--- src/rtl/uart_rx_pkg.sv ---
// Shared definitions for the UART receive path: FSM state encodings and the
// default baud divider, which the TX stage uses as well.
package uart_rx_pkg;

    localparam int unsigned DEFAULT_CLKS_PER_BIT = 32'd105;

    typedef enum logic [2:0] {
        ST_IDLE  = 3'd0,
        ST_START = 3'd1,
        ST_DATA  = 3'd2,
        ST_STOP  = 3'd3,
        ST_BREAK = 3'd4
    } rx_state_e;

    // Offset of the mid-bit sample point inside the start bit.
    function automatic int unsigned half_bit(input int unsigned clks_per_bit);
        return clks_per_bit / 32'd2;
    endfunction

endpackage

--- src/rtl/uart_rx_if.sv ---
// Byte-side interface of the UART receiver: one-entry valid/ready output plus
// status pulses. The receiver drives it through the master modport.
interface uart_rx_if;
    logic [7:0] data;
    logic       valid;
    logic       ready;
    logic       frame_err;
    logic       overrun;
    logic       rx_active;

    modport master (
        output data, valid, frame_err, overrun, rx_active,
        input  ready
    );

    modport slave (
        input  data, valid, frame_err, overrun, rx_active,
        output ready
    );
endinterface

--- src/rtl/uart_rx_sync2.sv ---
// Two-flop synchroniser for an asynchronous single-bit input; the reset value
// is chosen so the output looks like the input's idle level.
module uart_rx_sync2 #(
    parameter logic RST_VAL = 1'b1
) (
    input  logic CLK,
    input  logic rst_n,
    input  logic d,
    output logic q
);

    logic meta_q;
    logic sync_q;

    // Two-stage resynchronisation into the CLK domain.
    always_ff @(posedge CLK or negedge rst_n) begin
        if (!rst_n) begin
            meta_q <= RST_VAL;
            sync_q <= RST_VAL;
        end else begin
            meta_q <= d;
            sync_q <= meta_q;
        end
    end

    assign q = sync_q;

endmodule

--- src/rtl/uart_rx.sv ---
// 8N1 UART receiver with mid-bit sampling, a one-entry output register with
// valid/ready handshake, and framing-error / overrun status pulses.
module uart_rx
    import uart_rx_pkg::*;
#(
    parameter int unsigned CLKS_PER_BIT = DEFAULT_CLKS_PER_BIT
) (
    input  logic      CLK,
    input  logic      rst_n,
    input  logic      RX,
    uart_rx_if.master bus
);

    localparam int unsigned         CNT_W     = $clog2(CLKS_PER_BIT);
    localparam logic [CNT_W-1:0]    HALF_LAST = CNT_W'(half_bit(CLKS_PER_BIT) - 32'd1);
    localparam logic [CNT_W-1:0]    BIT_LAST  = CNT_W'(CLKS_PER_BIT - 32'd1);

    logic             rx_s;
    logic             can_load_s;
    rx_state_e        state_q;
    logic [CNT_W-1:0] cnt_q;
    logic [2:0]       bit_idx_q;
    logic [7:0]       shift_q;
    logic [7:0]       data_q;
    logic             valid_q;
    logic             frame_err_q;
    logic             overrun_q;
    logic             rx_active_q;

    uart_rx_sync2 #(.RST_VAL(1'b1)) u_sync (
        .CLK   (CLK),
        .rst_n (rst_n),
        .d     (RX),
        .q     (rx_s)
    );

    // A finished byte may load when the register is empty or is being drained this cycle.
    always_comb begin
        can_load_s = !valid_q || bus.ready;
    end

    // Receive FSM with bit timing, shift register, output register and status pulses.
    always_ff @(posedge CLK or negedge rst_n) begin
        if (!rst_n) begin
            state_q     <= ST_IDLE;
            cnt_q       <= {CNT_W{1'b0}};
            bit_idx_q   <= 3'd0;
            shift_q     <= 8'd0;
            data_q      <= 8'd0;
            valid_q     <= 1'b0;
            frame_err_q <= 1'b0;
            overrun_q   <= 1'b0;
            rx_active_q <= 1'b0;
        end else begin
            frame_err_q <= 1'b0;
            overrun_q   <= 1'b0;
            if (valid_q && bus.ready) begin
                valid_q <= 1'b0;
            end
            case (state_q)
                ST_IDLE: begin
                    cnt_q <= {CNT_W{1'b0}};
                    if (!rx_s) begin
                        state_q     <= ST_START;
                        rx_active_q <= 1'b1;
                    end
                end
                ST_START: begin
                    if (cnt_q == HALF_LAST) begin
                        cnt_q     <= {CNT_W{1'b0}};
                        bit_idx_q <= 3'd0;
                        if (!rx_s) begin
                            state_q <= ST_DATA;
                        end else begin
                            state_q     <= ST_IDLE;
                            rx_active_q <= 1'b0;
                        end
                    end else begin
                        cnt_q <= cnt_q + CNT_W'(1'b1);
                    end
                end
                ST_DATA: begin
                    if (cnt_q == BIT_LAST) begin
                        cnt_q   <= {CNT_W{1'b0}};
                        shift_q <= {rx_s, shift_q[7:1]};
                        if (bit_idx_q == 3'd7) begin
                            state_q <= ST_STOP;
                        end else begin
                            bit_idx_q <= bit_idx_q + 3'd1;
                        end
                    end else begin
                        cnt_q <= cnt_q + CNT_W'(1'b1);
                    end
                end
                ST_STOP: begin
                    if (cnt_q == BIT_LAST) begin
                        cnt_q <= {CNT_W{1'b0}};
                        if (rx_s) begin
                            if (can_load_s) begin
                                data_q  <= shift_q;
                                valid_q <= 1'b1;
                            end else begin
                                overrun_q <= 1'b1;
                            end
                            state_q     <= ST_IDLE;
                            rx_active_q <= 1'b0;
                        end else begin
                            frame_err_q <= 1'b1;
                            state_q     <= ST_BREAK;
                        end
                    end else begin
                        cnt_q <= cnt_q + CNT_W'(1'b1);
                    end
                end
                // A line held low after a bad stop bit must not look like a new start.
                ST_BREAK: begin
                    cnt_q <= {CNT_W{1'b0}};
                    if (rx_s) begin
                        state_q     <= ST_IDLE;
                        rx_active_q <= 1'b0;
                    end
                end
                default: begin
                    state_q     <= ST_IDLE;
                    cnt_q       <= {CNT_W{1'b0}};
                    rx_active_q <= 1'b0;
                end
            endcase
        end
    end

    assign bus.data      = data_q;
    assign bus.valid     = valid_q;
    assign bus.frame_err = frame_err_q;
    assign bus.overrun   = overrun_q;
    assign bus.rx_active = rx_active_q;

endmodule

--- src/flat_wrapper.sv ---
// flat-port wrapper written by rule: the top's interface ports become plain ports
module uart_rx_flat import uart_rx_pkg::*;
#(
    parameter int unsigned CLKS_PER_BIT = DEFAULT_CLKS_PER_BIT
)
  (CLK, rst_n, RX, bus_data, bus_valid, bus_frame_err, bus_overrun, bus_rx_active, bus_ready);
  uart_rx_if bus_i ();
  input  logic CLK;
  input  logic rst_n;
  input  logic RX;
  output wire logic [$bits(bus_i.data)-1:0] bus_data;
  output wire logic [$bits(bus_i.valid)-1:0] bus_valid;
  output wire logic [$bits(bus_i.frame_err)-1:0] bus_frame_err;
  output wire logic [$bits(bus_i.overrun)-1:0] bus_overrun;
  output wire logic [$bits(bus_i.rx_active)-1:0] bus_rx_active;
  input wire logic [$bits(bus_i.ready)-1:0] bus_ready;
  assign bus_data = bus_i.data;
  assign bus_valid = bus_i.valid;
  assign bus_frame_err = bus_i.frame_err;
  assign bus_overrun = bus_i.overrun;
  assign bus_rx_active = bus_i.rx_active;
  assign bus_i.ready = bus_ready;
  uart_rx #(.CLKS_PER_BIT(CLKS_PER_BIT)) u_core (.CLK(CLK), .rst_n(rst_n), .RX(RX), .bus(bus_i));
endmodule
--- config.mk ---
export PLATFORM = sky130hd
export DESIGN_NAME = uart_rx_flat
export DESIGN_NICKNAME = d
export VERILOG_FILES = /design/src/rtl/uart_rx_pkg.sv /design/src/rtl/uart_rx_if.sv /design/src/rtl/uart_rx_sync2.sv /design/src/rtl/uart_rx.sv /design/src/flat_wrapper.sv
export SDC_FILE = /design/constraint.sdc
export NUM_CORES = 1
export LEC_CHECK = 0
export ABC_AREA = 0
export CAP_MARGIN = 20
export CORE_UTILIZATION = 35
export CTS_CLUSTER_DIAMETER = 40
export DETAILED_ROUTE_END_ITERATION = 10
export GPL_TIMING_DRIVEN = 0
export PLACE_DENSITY_LB_ADDON = 0.3
export SETUP_SLACK_MARGIN = 0.4
export SYNTH_ARGS = -nofsm -noshare
export SYNTH_HDL_FRONTEND = slang
export SYNTH_SLANG_ARGS = --single-unit
--- constraint.sdc ---
create_clock -name CLK -period 2.5 [get_ports CLK]
set_input_delay 0.625 -clock CLK [delete_from_list [all_inputs] [get_ports CLK]]
set_output_delay 0.625 -clock CLK [all_outputs]
set_load 0.02 [all_outputs]
==> results of run 1 <==
==> final timing paths <==
kind                                            from                   to  slack, ps  depth (start not counted)
worst max-delay path               u_core.state_q[2]    u_core.shift_q[6]        520                          4
worst max register to register     u_core.state_q[2]    u_core.shift_q[6]        520                          4
min in group asynchronous                      rst_n  u_core.bit_idx_q[2]        400                          1
max in group asynchronous                      rst_n   u_core.bus.data[6]       1600                          1
worst min register to register  u_core.u_sync.meta_q      u_core.u_sync.q        350                          0
worst min-delay path            u_core.u_sync.meta_q      u_core.u_sync.q        350                          0
==> kinds of logic after synthesis <==
logic type      after synthesis  synth area share (%)
mux                          16                  10.9
fa+ha+maj                     4                  3.02
flops                        35                  52.9
compound gates               28                  12.6
simple gates                 41                  16.1
buf+inv                      13                  2.94
xor+xnor                      3                  1.58
==> layer usage <==
| metal | track usage (%) | part of all wire (%) | vias up |
|---|---|---|---|
| met4 | 7.78 | 2.0 | 0 |
| met1 | 17.3 | 44 | 609 |
| li1 | - | - | 563 |
| met3 | 4.99 | 3.7 | 7 |
| met2 | 23.9 | 50 | 25 |
| met5 | 0 | 0 | - |
==> flip-flops by register name, indices dropped and copies added (netlist names) <==
register / count
u_core.bus.overrun: 1
u_core.u_sync.meta_q: 1
u_core.bus.data: 8
u_core.bit_idx_q: 3
u_core.u_sync.q: 1
u_core.shift_q: 8
u_core.state_q: 3
u_core.cnt_q: 7
u_core.bus.frame_err: 1
u_core.bus.rx_active: 1
u_core.bus.valid: 1
==> critical path, cell delays in order (launching register included) <==
cell	delay, ps
dfrtp_1	360
clkbuf_1	200
and4bb_2	450
nor3b_4	460
mux2_2	400
==> synthesized netlist by cell type (all sizes together), types with 3 or more instances <==
cell / instances
a211oi: 5
and2: 3
clkbuf: 8
dfrtp: 33
ha: 4
inv: 5
mux2: 16
nand2: 5
nand3: 6
nand4b: 3
nor2: 4
nor2b: 3
o21ai: 9
==> power groups by stage <==
stage / logic, uW / registers, uW / clock network, uW
after floorplan: 2.20 / 581 / 0
after global placement: 17.7 / 582 / 0
after detailed placement: 17.5 / 582 / 0
after CTS: 17.5 / 571 / 619
after global routing: 19.7 / 571 / 652
final: 16.5 / 571 / 607
==> final cells by class <==
| class | instances | area (um^2) |
|---|---|---|
| plain buffers | 8 | 31.3 |
| multi-input cells | 92 | 732 |
| flip-flops and latches | 35 | 878 |
| clock buffers | 5 | 68.8 |
| fillers | 421 | 2440 |
| well taps | 52 | 65.1 |
| clock inverters | 3 | 67.6 |
| repair buffers | 15 | 145 |
| inverters | 5 | 18.8 |
==> stage by stage <==
stage                     utilization, %  hold WS, ps
after floorplan                        -          329
after global placement              42.2          349
after detailed placement            42.1          352
after CTS                           45.1          353
after global routing                45.2          357
final                               45.2          349
==> summary.md, run 1 <==
| Metric | Value |
|---|---|
| Status | completed |
| Combinational power share | roughly 1.4% |
| CTS Buf Count | 5 |
| Nets | 170 |
| RSZ-0062 raised after global routing | no |
| Grt total ovfl | 0 |
| Pwr Density | 595 nW/um^2 |
| Initial DRC Count | 71 |
| DRC viols | 0 |
| Htree depth | 2 |
| Max-cap violations | 0 |
| Drt wl/cell | 15.0 um |
| Vias | about 1200 |
| EDFF count, synth | 0 |
| Post-Syn Area | 1660 um^2 |
| Post-synth top area cell | dfrtp_1 |
| GRT Util Overall | 14.7% |
| Setup TNS | 0 ps |
| Final clock skew | 8.87 ps |
| Primary FF master, synth | dfrtp_1 |
| First-pass GRT wire length | 5640 um |
| Initial antenna violation count | 0 |
| Crit path time final | 1980 ps |
| Worst Max-Slew Pin Slew | 764 ps |
| Largest net degree at the start of global routing | 36 |
| Sw power | 224 uW |
| Fmax | 505 MHz |
| WP data required | 2680 ps |
| Detailed placement HPWL | roughly 2300 um |
| Inst Count DP | approximately 210 |
| Slew HR | 49.1% |
| Avg Cell Area, Syn | 11.9 um^2 |
| Worst setup margin | 518 ps |
| Synth cell types | 39 |
| Fin. Hold Viols | 0 |
| Total Routed Length | roughly 3200 um |
| Routability cong. | 0.824 |
| Syn Inst Count | 140 |
| Drt first pass iters | 6 |
| Port-buffer cells | 15 |
| Fin crit share | slightly below 80% |
| Final setup viols | 0 |
| Via density | 5.60 |
| Core Rows | 24 |
| Setup Crit Path Kind | flop to flop |
| Overall power | 1190 uW |
| Commonest non-fill, non-tap cells in the layout | dfrtp_1 (33), mux2_2 (16), clkdlybuf4s50_1 (14) |
| CTS Hold Buffers Added | 0 |
| Reg clk slew, reported paths | 70 ps |
| Placed Instance Area | between 1500 and 2000 um^2 |
| Starting Density | 37.3% |
| Async SR Flop Fraction | 100% |
| Most common cell after layout, fill and taps aside | dfrtp_1 |
| Die area | ~5000 um^2 |
| Clock sinks | 35 |
| Hold crit path type | flop to flop |
| Syn Nets | ~150 |
| Seq cells post-synth | 35 |
| IO Pins | 16 |
| Max IR drop VDD | approximately 0.38 mV |
| Yosys warns | 0 |
| Core area | 4440 um^2 |
| Clock root cell | clkbuf_8 |
| Worst-Skew Late Latency | 290 ps |
| Cell-internal power | 971 uW |
| Setup bufs post-CTS | 0 |
| Fin area | 2010 um^2 |
| Clock network fraction of total power | 50.8% |
| Pleak | 0.000888 uW |
| Die Height | 70.9 um |
| Synth top area share | approximately 50% |
| PostCTS Resize Cnt | 0 |
| Sw Share | 18.7% |
| Synth top area cells | dfrtp_1 (50%), mux2_2 (11%), dfstp_2 (3.2%) |
| Register area share after synthesis | a little over half |
| Final Slew Violations | 0 |
| Vias in the first global route | roughly 1200 |
| Crit path capture type | flop |
| Flop pwr share | 47.8% |
| CP arrival | 2160 ps |
| Share of cells above drive strength 1 | roughly a fifth |
| Pre-CTS setup slack | 287 ps |
| Fin cells | 215 |
| Die width | between 70 and 80 um |
| CP Max Fanout | 9 |
| TritonCTS clock tree | done |
| Clk buf depth | 2 |
| Number of routed nets with antenna violations | 0 |
| Worst Setup Start Kind | flop |
| # diodes | 0 |
| P&R area growth vs syn | 21.0% |
Power figures use the tool's default switching activity.
==> run 2: changes to the inputs <==
==> constraint.sdc (replaced) <==
create_clock -name CLK -period 1.8 [get_ports CLK]
set_input_delay 0.45 -clock CLK [delete_from_list [all_inputs] [get_ports CLK]]
set_output_delay 0.45 -clock CLK [all_outputs]
set_load 0.02 [all_outputs]
==> summary.md, run 2 (same netlist as run 1, synthesis figures left out) <==
| Metric | Value |
|---|---|
| Status | completed |
| Max-cap violations | 0 |
| # diodes | 0 |
| Fin crit share | 96.1% |
| Commonest non-fill, non-tap cells in the layout | dfrtp_1 (33), mux2_2 (13), buf_4 (8) |
| Reg clk slew, reported paths | approximately 70 ps |
| Detailed placement HPWL | 2250 um |
| Worst Max-Slew Pin Slew | 769 ps |
| Crit path time final | 1730 ps |
| Initial DRC Count | 39 |
| RSZ-0062 raised after global routing | yes |
| Worst Path Buf+Inv | 2 |
| CTS Buf Count | 5 |
| Fin. Hold Viols | 0 |
| P&R area growth vs syn | 36.1% |
| Crit path capture type | flop |
| Pwr Density | roughly 730 nW/um^2 |
| CP max stage delay | 370 ps |
| WP data required | a little under 2000 ps |
| Htree depth | 2 |
| Total Routed Length | ~3600 um |
| Worst Setup Start Kind | flop |
| CTS Hold Buffers Added | 0 |
| Clock sinks | 35 |
| Die area | between 5000 and 6000 um^2 |
| Die width | 70.9 um |
| CP arrival | 1900 ps |
| Largest net degree at the start of global routing | 36 |
| Metal2 WL | 1820 um |
| Core Rows | 24 |
| Vias | roughly 1200 |
| Setup Crit Path Kind | flop to flop |
| Clk buf depth | 2 |
| Worst r2r path cells | 5 |
| Top Metal Used | met4 |
| Pre-CTS setup slack | -272 ps |
| Drt wl/cell | approximately 16 um |
| CP Cell Sequence | clkbuf_4 -> and4bb_4 -> nor3b_4 -> buf_6 -> mux2_2 |
| Pleak | between 0.001 and 0.0015 uW |
| Slew HR | 48.7% |
| Metal1 wirelength | ~1600 um |
| Share of cells above drive strength 1 | between 40 and 50% |
| Final setup viols | 0 |
| Number of routed nets with antenna violations | 0 |
| DRC viols | 0 |
| GRT Util Overall | between 10% and 20% |
| Clock root cell | clkbuf_8 |
| TritonCTS clock tree | done |
| Final clock skew | 2.72 ps |
| Worst-Skew Late Latency | 280 ps |
| Fmax | 578 MHz |
| Routability cong. | 0.815 |
| Overall power | between 1500 and 2000 uW |
| Initial antenna violation count | 0 |
| Delay-heaviest family, CP | simple AND/OR/NAND/NOR gates |
| Slowest cell on the critical path | dfrtp_1 |
| Max IR drop VDD | 0.314 mV |
| Port-buffer cells | 15 |
| Die Height | 70.9 um |
| Starting Density | between 30% and 40% |
| Nets | 184 |
| First-pass GRT wire length | 5990 um |
| Final Slew Violations | 0 |
| CP Max Fanout | 9 |
| DR WL met3 | 85 um |
| Most common cell after layout, fill and taps aside | dfrtp_1 |
| Drt first pass iters | 6 |
| Worst setup margin | 70.5 ps |
| Hold WS | 236 ps |
| Critical Path Stages | 5 |
| Core area | 4440 um^2 |
| Fin util | between 50% and 60% |
| Via density | 5.41 |
| Hold crit path type | input port to async pin |
| IO Pins | 16 |
| Grt total ovfl | 0 |
| Vias in the first global route | 1275 |
## run 2: final timing paths
check	start	endpoint	slack [ps]
max	u_core.state_q[2]	u_core.shift_q[3]	70
min	rst_n	u_core.bit_idx_q[1]	240
max reg2reg	u_core.state_q[2]	u_core.shift_q[3]	70
min reg2reg	u_core.u_sync.meta_q	u_core.u_sync.q	360
max in group asynchronous	rst_n	u_core.shift_q[3]	1070
min in group CLK	u_core.u_sync.meta_q	u_core.u_sync.q	360
## run 2: routing by layer
metal | track usage, % | up-vias
met1 | 19.6 | 621
li1 | - | 591
met2 | 25.7 | 22
met3 | 2.56 | 5
met4 | 8.00 | 0
met5 | 0 | -
## run 2: through the flow
stage | TNS [ps] | cell area [um^2] | std cells
CTS | 0 | 2280 | 229
finish | 0 | 2260 | 229
detailed placement | -3740 | 1950 | 207
global placement | -19090 | 1950 | 207
floorplan | 0 | 1740 | 140
global route | 0 | 2260 | 229
## run 2: repair_timing
action                     CTS  global route
cloned                       0             0
setup buffers               14             0
setup endpoints to repair   45            38
pin swaps                   12             3
hold endpoints to repair     0             0
resized for setup           65            10
## run 2: area by class of cell
type                    instances  area [um^2]
clock buffers                   6         72.6
clock inverters                 2         60.1
repair buffers                 29          248
well taps                      52         65.1
fillers                       398         2190
plain buffers                   8         67.6
flip-flops and latches         35          878
inverters                       5         18.8
multi-input cells              92          848
## run 2: power breakdown
| part | switching [uW] | internal (uW) | total (uW) | leakage [uW] |
|---|---|---|---|---|
| sequential | 3.33 | 790 | 794 | 0.000462 |
| combinational | 17.5 | 6.29 | 23.8 | 0.000495 |
| clock | 283 | 554 | 837 | 0.0000654 |
## run 2: worst register-to-register path, cell delays in order (launching register included)
cell	delay, ps
dfrtp_1	370
clkbuf_4	180
and4bb_4	360
nor3b_4	230
buf_6	160
mux2_2	320
==> run 3: changes to the inputs <==
--- a/config.mk
+++ b/config.mk
@@ -5,7 +5,7 @@
 export SDC_FILE = /design/constraint.sdc
 export NUM_CORES = 1
 export LEC_CHECK = 0
-export ABC_AREA = 0
+export ABC_AREA = 1
 export CAP_MARGIN = 20
 export CORE_UTILIZATION = 35
 export CTS_CLUSTER_DIAMETER = 40
==> constraint.sdc (replaced) <==
create_clock -name CLK -period 2.1 [get_ports CLK]
set_input_delay 0.525 -clock CLK [delete_from_list [all_inputs] [get_ports CLK]]
set_output_delay 0.525 -clock CLK [all_outputs]
set_load 0.02 [all_outputs]
==> summary.md, run 3 <==
| Metric | Value |
|---|---|
| Fin area | 1990 um^2 |
| Total Routed Length | 2800 um |
| Worst r2r path cells | 11 |
| Worst Setup Start Kind | flop |
| Grt total ovfl | 0 |
| Worst Max-Slew Pin Slew | 758 ps |
| IO Pins | 16 |
| Async SR Flop Fraction | 100% |
| Area of the multi-input gates | 651 um^2 |
| Pwr Density | 605 nW/um^2 |
| Fin. Hold Viols | 0 |
| GRT Util Overall | approximately 13% |
| Final Slew Violations | 0 |
| Combinational power share | under 10% |
| Synth cell types | 26 |
| Commonest non-fill, non-tap cells in the layout | dfrtp_1 (33), nand2_1 (32), inv_1 (24) |
| Detailed placement HPWL | 1890 um |
| Final setup viols | 0 |
| Number of routed nets with antenna violations | 0 |
| Seq cells post-synth | 35 |
| CP arrival | between 1500 and 2000 ps |
| Drt first pass iters | 6 |
| Flop pwr share | 56.3% |
| Slew HR | 49.5% |
| Hold crit path type | input port to async pin |
| Largest net degree at the start of global routing | 36 |
| Core area | roughly 4400 um^2 |
| Drt wl/cell | 10.9 um |
| Setup Crit Path Kind | flop to flop |
| Post-synth top area cell | dfrtp_1 |
| Die width | 70.8 um |
| Syn Nets | 186 |
| RSZ-0062 raised after global routing | yes |
| Yosys warns | 0 |
| Port-buffer cells | 15 |
| Max IR drop VDD | 0.267 mV |
| Die area | 5010 um^2 |
| Initial antenna violation count | 0 |
| Clock root cell | clkbuf_8 |
| Crit path time final | 1630 ps |
| EDFF count, synth | 0 |
| Setup slack, reg-to-reg | about 470 ps |
| Synth top area cells | dfrtp_1 (50%), nand2_1 (7.5%), inv_1 (5.4%) |
| Crit path capture type | flop |
| Initial DRC Count | 94 |
| CTS Buf Count | 5 |
| Share of cells above drive strength 1 | 20.5% |
| Clk buf depth | 2 |
| Synth cell count leaders | dfrtp_1 (33), nand2_1 (33), inv_1 (24) |
| CP Launch Point | u_core.cnt_q[0] |
| TritonCTS clock tree | done |
| Die Height | 70.8 um |
| Nets | between 200 and 250 |
| Placed Instance Area | ~1900 um^2 |
| First-pass GRT wire length | 4950 um |
| Pre-CTS setup slack | 327 ps |
| # diodes | 0 |
| Fmax | 613 MHz |
| Final clock skew | 7.02 ps |
| Primary FF master, synth | dfrtp_1 |
| Htree depth | 2 |
| Pleak | 0.00103 uW |
| Max-cap violations | 0 |
| Worst-Skew Late Latency | 290 ps |
| P&R area growth vs syn | 20.0% |
| FILL cells | 445 |
| Clock network fraction of total power | 41.8% |
| WP data required | 2320 ps |
| CTS Hold Buffers Added | 0 |
| Register cell area after layout | 878 um^2 |
| Syn Inst Count | 178 |
| Post-Syn Area | 1660 um^2 |
| Via density | 4.65 |
| RR Startpoint | u_core.cnt_q[0] |
| Starting Density | 37.3% |
| Most common cell after layout, fill and taps aside | dfrtp_1 |
| Sw Share | 21.3% |
| FF-to-FF End | u_core.state_q[1] |
| DRC viols | 0 |
| Setup TNS | 0 ps |
| Cell-internal power | 947 uW |
| Vias in the first global route | 1136 |
| Core Rows | 24 |
| Synth top area share | 49.8% |
| Fin crit share | slightly below 80% |
| Reg clk slew, reported paths | 70 ps |
| Sw power | 256 uW |
| Worst setup margin | 468 ps |
| Clock sinks | 35 |
| Register area share after synthesis | 53.0% |
| Status | completed |
| Vias | 1195 |
| Avg Cell Area, Syn | 9.31 um^2 |
| Routability cong. | a little under 0.8 |
| CP Max Fanout | 4 |
## run 3: cell count changes in the layout (fill, tap and decap cells not counted), sizes merged, moves of 6 or more
cell / before / now
buf: 22 / 8
clkbuf: 13 / 7
clkdlybuf4s15: 6 / 0
dlygate4sd2: 0 / 12
inv: 5 / 26
mux2: 16 / 0
nand2: 5 / 39
nand3: 6 / 13
nor2: 4 / 23
o21ai: 9 / 20
## run 3: kinds of logic after synthesis
group,after synthesis,synth area share (%)
xor gates and xnor gates,4,2.11
buffers and inverters,30,7.85
DFF,35,53.0
AOI/OAI and AO/OA,24,9.14
adders and majority gates,4,3.02
and+or+nand+nor,81,24.8
## run 3: metal layers
metal / GRT usage (%) / vias up / wire length, um
met1: 16.2 / 561 / 1420
met4: 6.67 / 0 / 51
met3: 3.42 / 5 / 89
li1: - / 610 / -
met5: 0 / - / 0
met2: 19.8 / 19 / 1240
## run 3: power by group through the flow
stage / Combinational, uW / Sequential (uW) / Clock, uW
floorplan: 4.86 / 691 / 0
global placement: 25.4 / 690 / 0
detailed placement: 24.1 / 690 / 0
CTS: 24.3 / 677 / 519
global route: 27.1 / 677 / 549
finish: 22.6 / 678 / 503
## run 3: cell type report
class	instances	area share, %
well taps	52	3.27
flip-flops and latches	35	44.2
clock inverters	1	0.252
inverters	27	5.16
clock buffers	7	4.34
repair buffers	19	8.68
plain buffers	3	1.38
multi-input cells	113	32.7
## run 3: stage by stage
stage               cells  util (%)  total power [uW]  hold slack, ps
global placement      245      42.1               716             347
floorplan             178         -               695             229
detailed placement    245      42.0               715             347
global route          257      44.7              1250             361
CTS                   253      43.7              1220             345
finish                257      44.7              1200             305
## run 3: what timing repair did
item / in CTS / in global routing
resized for setup: 12 / 1
pin swaps: 0 / 1
endpoints found under the setup margin: 12 / 8
buffers inserted: 0 / 4
cloned: 0 / 0
## run 3: how the worst max path moves through the flow
| stage | endpoint | slack, ps | depth (start not counted) |
|---|---|---|---|
| 2_1_floorplan | u_core.bus.data[1] | 660 | 10 |
| 3_3_place_gp | u_core.bus.data[0] | -300 | 1 |
| 3_5_place_dp | u_core.bus.data[1] | 330 | 7 |
| 4_1_cts | u_core.state_q[2] | 460 | 10 |
| 5_1_grt | u_core.state_q[1] | 360 | 11 |
| 6_report | u_core.state_q[1] | 470 | 11 |
## run 3: critical path, cell delays in order (launching register included)
cell and delay [ps]:
dfrtp_1 410, inv_1 90, ha_1 170, nand2_2 60
clkinv_2 70, nand3_1 140, nand2_1 160, inv_1 90
nor2_4 140, buf_4 130, nand3_2 40, nand2_1 70
